File: config.mk
export PLATFORM = sky130hd
export DESIGN_NAME = pen_locator
export DESIGN_NICKNAME = d
export VERILOG_FILES = /design/src/rtl/pen_locator_pkg.sv /design/src/rtl/pen_pos_delay.sv /design/src/rtl/pen_locator.sv
export SDC_FILE = /design/constraint.sdc
export NUM_CORES = 1
export LEC_CHECK = 0
export BUFFER_PORTS_ARGS = -buffer_cell sky130_fd_sc_hd__buf_2
export CORE_MARGIN = 2
export CORE_UTILIZATION = 40
export DETAILED_ROUTE_END_ITERATION = 16
export GPL_TIMING_DRIVEN = 0
export PLACE_DENSITY = 0.68
export SKIP_LAST_GASP = 1
export SLEW_MARGIN = 30
export SYNTH_ARGS = -nofsm -noshare
export SYNTH_HDL_FRONTEND = slang
export SYNTH_SLANG_ARGS = --single-unit
export TNS_END_PERCENT = 100
File: constraint.sdc
create_clock -name clk -period 4.3 [get_ports clk]
set_clock_uncertainty 0.15 [all_clocks]
set_input_delay 0.86 -clock clk [delete_from_list [all_inputs] [get_ports clk]]
set_output_delay 0.86 -clock clk [all_outputs]
set_load 0.05 [all_outputs]
File: src/rtl/pen_locator_pkg.sv
// rtl/pen_locator_pkg.sv - shared constants, types and helpers for the light-pen tracker
package pen_locator_pkg;

  localparam int PEN_DELAY_DEF = 4;
  localparam int CONFIRM_DEF   = 3;

  localparam int LIT_BIT   = 3;
  localparam int GREEN_BIT = 2;
  localparam int RED_BIT   = 1;

  typedef enum logic [1:0] {
    S_IDLE  = 2'd0,
    S_TRACK = 2'd1,
    S_WRITE = 2'd2
  } state_t;

  typedef struct packed {
    logic       valid;
    logic [5:0] pos;
  } pos_t;

  typedef struct packed {
    logic       ok;
    logic [2:0] idx;
  } oh_t;

  // ok is set only for exactly one bit high
  function automatic oh_t oh_encode(input logic [7:0] v);
    oh_t r;
    r.ok  = (v != 8'h00) && ((v & (v - 8'h01)) == 8'h00);
    r.idx = 3'd0;
    for (int i = 0; i < 8; i++) begin
      if (v[i]) r.idx = 3'(i);
    end
    return r;
  endfunction

  function automatic logic [3:0] ram_word(input logic erase, input logic [1:0] color);
    logic [3:0] w;
    w = 4'b0000;
    if (!erase) begin
      w[LIT_BIT]   = 1'b1;
      w[GREEN_BIT] = color[1];
      w[RED_BIT]   = color[0];
    end
    return w;
  endfunction

endpackage

File: src/rtl/pen_pos_delay.sv
// rtl/pen_pos_delay.sv - shift register aligning {valid, pos} with the synchronised pen sample
module pen_pos_delay
  import pen_locator_pkg::*;
#(
  parameter int DEPTH = 2
) (
  input  logic       clk,
  input  logic       rst_n,
  input  logic       clr_i,
  input  logic [6:0] din_i,
  output logic [6:0] dout_o
);

  generate
    if (DEPTH == 0) begin : g_pass
      assign dout_o = din_i;
    end else begin : g_line
      pos_t line_q [DEPTH];

      always_ff @(posedge clk or negedge rst_n) begin
        if (!rst_n) begin
          for (int i = 0; i < DEPTH; i++) line_q[i] <= '0;
        end else if (clr_i) begin
          for (int i = 0; i < DEPTH; i++) line_q[i] <= '0;
        end else begin
          line_q[0] <= pos_t'(din_i);
          for (int i = 1; i < DEPTH; i++) line_q[i] <= line_q[i-1];
        end
      end

      assign dout_o = line_q[DEPTH-1];
    end
  endgenerate

endmodule

File: src/rtl/pen_locator.sv
// rtl/pen_locator.sv - correlates pen pulses with the scanned pixel and issues confirmed RAM writes
module pen_locator
  import pen_locator_pkg::*;
#(
  parameter int PEN_DELAY = PEN_DELAY_DEF,
  parameter int CONFIRM   = CONFIRM_DEF
) (
  input  logic       clk,
  input  logic       rst_n,
  input  logic       en,
  input  logic       pen_in,
  input  logic [7:0] led_row,
  input  logic [7:0] led_col,
  input  logic [1:0] pen_color,
  input  logic       erase,
  output logic       wr_en,
  output logic [2:0] wr_row,
  output logic [2:0] wr_col,
  output logic [3:0] wr_data,
  output logic       pen_valid,
  output logic [2:0] pen_row,
  output logic [2:0] pen_col
);

  localparam logic [2:0] CONF_MAX = 3'(CONFIRM);

  state_t     state_q, state_d;
  logic       pen_s1_q, pen_s2_q;
  oh_t        row_oh, col_oh;
  pos_t       cur_pos, dly_pos;
  logic [6:0] dly_raw;
  logic       track, boundary, hit, write_req;

  logic       prev_valid_q, prev_valid_d;
  logic [5:0] prev_pos_q, prev_pos_d;
  logic       cand_valid_q, cand_valid_d;
  logic [5:0] cand_pos_q, cand_pos_d;
  logic [5:0] last_pos_q, last_pos_d;
  logic [2:0] conf_cnt_q, conf_cnt_d;
  logic       pen_valid_q, pen_valid_d;
  logic [5:0] pen_pos_q, pen_pos_d;
  logic [5:0] wr_pos_q, wr_pos_d;
  logic [3:0] wr_data_q, wr_data_d;

  always_comb begin
    row_oh        = oh_encode(led_row);
    col_oh        = oh_encode(led_col);
    cur_pos.valid = row_oh.ok & col_oh.ok;
    cur_pos.pos   = {row_oh.idx, col_oh.idx};
  end

  assign track = en && (state_q != S_IDLE);

  pen_pos_delay #(.DEPTH(PEN_DELAY - 2)) u_delay (
    .clk    (clk),
    .rst_n  (rst_n),
    .clr_i  (!track),
    .din_i  (cur_pos),
    .dout_o (dly_raw)
  );

  assign dly_pos  = pos_t'(dly_raw);
  assign boundary = dly_pos.valid && prev_valid_q && (dly_pos.pos < prev_pos_q);
  assign hit      = pen_s2_q && dly_pos.valid;

  always_comb begin
    prev_valid_d = prev_valid_q;
    prev_pos_d   = prev_pos_q;
    cand_valid_d = cand_valid_q;
    cand_pos_d   = cand_pos_q;
    last_pos_d   = last_pos_q;
    conf_cnt_d   = conf_cnt_q;
    pen_valid_d  = pen_valid_q;
    pen_pos_d    = pen_pos_q;
    wr_pos_d     = wr_pos_q;
    wr_data_d    = wr_data_q;
    write_req    = 1'b0;
    if (!track) begin
      prev_valid_d = 1'b0;
      prev_pos_d   = 6'd0;
      cand_valid_d = 1'b0;
      cand_pos_d   = 6'd0;
      conf_cnt_d   = 3'd0;
    end else begin
      if (dly_pos.valid) begin
        prev_valid_d = 1'b1;
        prev_pos_d   = dly_pos.pos;
      end
      if (boundary) begin
        if (!cand_valid_q) begin
          conf_cnt_d  = 3'd0;
          pen_valid_d = 1'b0;
        end else if (cand_pos_q == last_pos_q) begin
          if (conf_cnt_q < CONF_MAX) conf_cnt_d = conf_cnt_q + 3'd1;
        end else begin
          last_pos_d = cand_pos_q;
          conf_cnt_d = 3'd1;
        end
        // a moved pen restarts the count, so reaching CONFIRM there is a fresh write too
        write_req = cand_valid_q && (conf_cnt_d == CONF_MAX) &&
                    ((conf_cnt_q != CONF_MAX) || (cand_pos_q != last_pos_q));
        cand_valid_d = hit;
        cand_pos_d   = dly_pos.pos;
      end else if (hit && !cand_valid_q) begin
        cand_valid_d = 1'b1;
        cand_pos_d   = dly_pos.pos;
      end
      if (write_req) begin
        pen_valid_d = 1'b1;
        pen_pos_d   = cand_pos_q;
        wr_pos_d    = cand_pos_q;
        wr_data_d   = ram_word(erase, pen_color);
      end
    end
  end

  always_comb begin
    state_d = state_q;
    case (state_q)
      S_IDLE:  if (en) state_d = S_TRACK;
      S_TRACK: if (!en) state_d = S_IDLE; else if (write_req) state_d = S_WRITE;
      S_WRITE: if (!en) state_d = S_IDLE; else if (write_req) state_d = S_WRITE; else state_d = S_TRACK;
      default: state_d = S_IDLE;
    endcase
  end

  always_ff @(posedge clk or negedge rst_n) begin
    if (!rst_n) begin
      state_q      <= S_IDLE;
      pen_s1_q     <= 1'b0;
      pen_s2_q     <= 1'b0;
      prev_valid_q <= 1'b0;
      prev_pos_q   <= 6'd0;
      cand_valid_q <= 1'b0;
      cand_pos_q   <= 6'd0;
      last_pos_q   <= 6'd0;
      conf_cnt_q   <= 3'd0;
      pen_valid_q  <= 1'b0;
      pen_pos_q    <= 6'd0;
      wr_pos_q     <= 6'd0;
      wr_data_q    <= 4'd0;
    end else begin
      state_q      <= state_d;
      pen_s1_q     <= pen_in;
      pen_s2_q     <= pen_s1_q;
      prev_valid_q <= prev_valid_d;
      prev_pos_q   <= prev_pos_d;
      cand_valid_q <= cand_valid_d;
      cand_pos_q   <= cand_pos_d;
      last_pos_q   <= last_pos_d;
      conf_cnt_q   <= conf_cnt_d;
      pen_valid_q  <= pen_valid_d;
      pen_pos_q    <= pen_pos_d;
      wr_pos_q     <= wr_pos_d;
      wr_data_q    <= wr_data_d;
    end
  end

  assign wr_en     = (state_q == S_WRITE);
  assign wr_row    = wr_pos_q[5:3];
  assign wr_col    = wr_pos_q[2:0];
  assign wr_data   = wr_data_q;
  assign pen_valid = pen_valid_q;
  assign pen_row   = pen_pos_q[5:3];
  assign pen_col   = pen_pos_q[2:0];

endmodule
==> impl_metrics.csv <==
group,metric,value,unit
synth,synth_top_area_cell,"dfrtp_1",
clock_tree,cts_buffers,5,
synth,synth_edf_count,0,
global_routing,grt_max_degree,52,
clock_tree,h-tree-depth,2,
synth,ys_ff_latch,51,
critical_path,endpoint_kind,"flop",
floorplan,ios,41,
synth,synthArstFlopShare,1.00,
timing,fmax,392,MHz
global_routing,overflow,0,
routing,drc,0,
clock_tree,clkSlewWorstSetupHoldPaths,0.09,ns
critical_path,rr_startpoint,"conf_cnt_q[0]",
synth,yosys-top-cells-count,"dfrtp_1 (51), nor2_1 (26), inv_1 (19)",
placed_design,port_buffers,39,
critical_path,startpoint_type,"flop",
synth,synth_top_cell_area_share,0.500,
global_routing,grt_pass1_vias,1698,
global_routing,grtUsageTotal,0.131,
synth,syn_avg_cell_area,10.6,um^2
placed_design,hpwl,3180,um
routing,routedWlPerCell,11.9,um
clock_tree,cts_buffer_depth,2,
placed_design,gp_congestion,0.751,
pwr,power_density,303,nW/um^2
finish,fin_cells,364,
hold_path,hp-class,"reg -> reg",
routing,routed-via-count,1796,
critical_path,reg2reg_slack,1.75,ns
global_routing,antenna_found_initial,0,
global_routing,grt_pass1_wl,7450,um
timing,grt_setup_unrepaired,"no",
pwr,peakVddDrop,0.200,mV
routing,via_per_inst,4.93,
timing,tightest_slew,0.619,ns
clock_tree,tritoncts,"built",
critical_path,cp_max_fo,10,
timing,max_slew_margin,0.587,
clock_tree,ctsResizeCount,0,
synth,synth-main-ff-cell,"dfrtp_1",
timing,hold_viol,0,
synth,syn_nets,270,
floorplan,rows,29,
timing,setup_viol,0,
run,maxCapViolCount,0,
status,outcome,"complete, no violations",
hold_path,holdCritStartpoint,"pen_s1_q",
timing,maxSlewViolCount,0,
synth,syn_inst,240,
routing,dr.pass1.iters,4,
finish,fill_cells,581,
critical_path,cp.required,4.34,ns
critical_path,crit_arrival,2.59,ns
clock_tree,cts_root_buf,"clkbuf_8",
clock_tree,cts_hold_buffers,0,
routing,wirelength,4320,um
hold_path,hold_depth,0,
floorplan,die-width,83.9,um
finish,drive_above_1_share,0.272,
synth,synth.area.top_cells,"dfrtp_1 (50%), mux2i_1 (5.1%), mux2_4 (4.7%)",
timing,min_period_over_period,0.594,
clock_tree,postCtsSetupBuffers,0,
pwr,p_leak,1.49,nW
critical_path,reg2reg_to,"wr_pos_q[1]",
hold_path,min_to,"pen_s2_q",
floorplan,start_util,0.407,
finish,syn_to_final_growth,16.3,%
timing,post-route-min-period,2.55,ns
critical_path,crit_type,"reg -> reg",
synth,netlist_area,2550,um^2
routing,postRouteAntennaNets,0,
critical_path,rr_worst_depth,8,
synth,yosys_warnings,0,
finish,nNetsFinal,316,
synth,synth-seq-area-share,0.500,
floorplan,die_h,83.9,um
synth,yosysMostFrequentCell,"dfrtp_1",
timing,fin_setup_tns,0,ns
finish,antenna_cells,0,
routing,first_iter_violations,43,
clock_tree,clock-sinks,51,
synth,synth_cell_type_count,42,
placed_design,dp.cells,356,
floorplan,core_region_area,6280,um^2
clock_tree,clk_latency,0.30,ns
floorplan,die-area,7040,um^2
## placed cells by master, fill, tap and decap left out, drive strengths merged, types with 2 or more instances in the layout
| master | synthesis | layout |
|---|---|---|
| xor2 | 6 | 6 |
| buf | 11 | 50 |
| nand2 | 15 | 15 |
| o31ai | 2 | 2 |
| clkbuf | 3 | 9 |
| nor2 | 26 | 26 |
| nor3 | 3 | 3 |
| o21bai | 2 | 2 |
| nor2b | 7 | 7 |
| dfrtp | 51 | 51 |
| mux2i | 13 | 13 |
| and2 | 7 | 7 |
| a21oi | 14 | 14 |
| inv | 19 | 20 |
| o21ai | 13 | 13 |
| nand3 | 2 | 2 |
| ha | 7 | 7 |
| mux2 | 14 | 14 |
| a211oi | 2 | 2 |
| nand3b | 3 | 3 |
| nor4 | 4 | 4 |
## cell families after synthesis
logic type               share of synthesized area
multiplexers                                 0.125
AO/OA/AOI/OAI                                0.104
buffers and inverters                       0.0632
flip-flops                                   0.500
other                                      0.00147
adder cells (fa/ha/maj)                     0.0343
AND/OR/NAND/NOR                              0.149
XOR/XNOR                                    0.0240
## report_power, final
| part | switching (W) | internal (W) | total (W) |
|---|---|---|---|
| Sequential | 0.00000309 | 0.000485 | 0.000488 |
| Clock | 0.000157 | 0.000191 | 0.000349 |
| Combinational | 0.0000387 | 0.0000228 | 0.0000614 |
| Total | 0.000199 | 0.000700 | 0.000899 |
## metal layers
metal | up-vias | routed length (um) | GRT usage
li1 | 903 | - | -
met1 | 844 | 1950 | 0.159
met2 | 42 | 2100 | 0.225
met3 | 7 | 216 | 0.0376
met4 | 0 | 48 | 0.0396
met5 | - | 0 | 0
## worst max-delay path, cell delays in order, from the launching register on
cell	delay [ns]
dfrtp_1	0.45
ha_1	0.23
ha_1	0.29
nand3b_1	0.08
a211oi_1	0.24
nand4_1	0.18
or3_1	0.36
buf_6	0.17
mux2_4	0.30
## sequential cells by signal (all words and copies together), names as in the netlist
name	count
cand_pos_q	6
cand_valid_q	1
conf_cnt_q	3
last_pos_q	6
pen_s1_q	1
pen_s2_q	1
pen_valid	1
prev_pos_q	6
prev_valid_q	1
state_q	2
u_delay.dout_o	7
u_delay.g_line.line_q	7
wr_data	3
wr_pos_q	6
## per-stage QoR
step | worst slack, ns | utilization | hold WS (ns) | cell area (um^2) | power (W)
after CTS | 1.74 | 0.473 | 0.209 | 2970 | 0.000912
after detailed placement | 1.75 | 0.453 | 0.187 | 2850 | 0.000561
after global placement | 1.75 | 0.453 | 0.183 | 2840 | 0.000559
after global routing | 1.60 | 0.473 | 0.215 | 2970 | 0.000940
final | 1.75 | 0.473 | 0.207 | 2970 | 0.000899
after floorplan | 1.93 | - | 0.181 | 2550 | 0.000528
## worst max-delay path by stage
stage,slack (ns),start,cells past startpoint,to
4_1_cts,1.74,conf_cnt_q[0],8,wr_pos_q[1]
2_1_floorplan,1.93,conf_cnt_q[0],8,wr_data[1]
3_5_place_dp,1.75,conf_cnt_q[0],8,wr_pos_q[1]
3_3_place_gp,1.75,conf_cnt_q[0],8,wr_data[2]
5_1_grt,1.60,conf_cnt_q[0],8,wr_pos_q[1]
6_report,1.75,conf_cnt_q[0],8,wr_pos_q[1]
## area by class of cell
cell class	instances	area [um^2]	share of cell area
Sequential cell	51	1280	0.430
Multi-Input combinational cell	156	1110	0.376
Timing Repair Buffer	39	198	0.0666
Tap cell	77	96.3	0.0325
Buffer	14	90.1	0.0304
Clock buffer	6	82.6	0.0278
Inverter	19	71.3	0.0240
Clock inverter	2	38.8	0.0131
No activity file was read; power rests on OpenSTA's default activity.
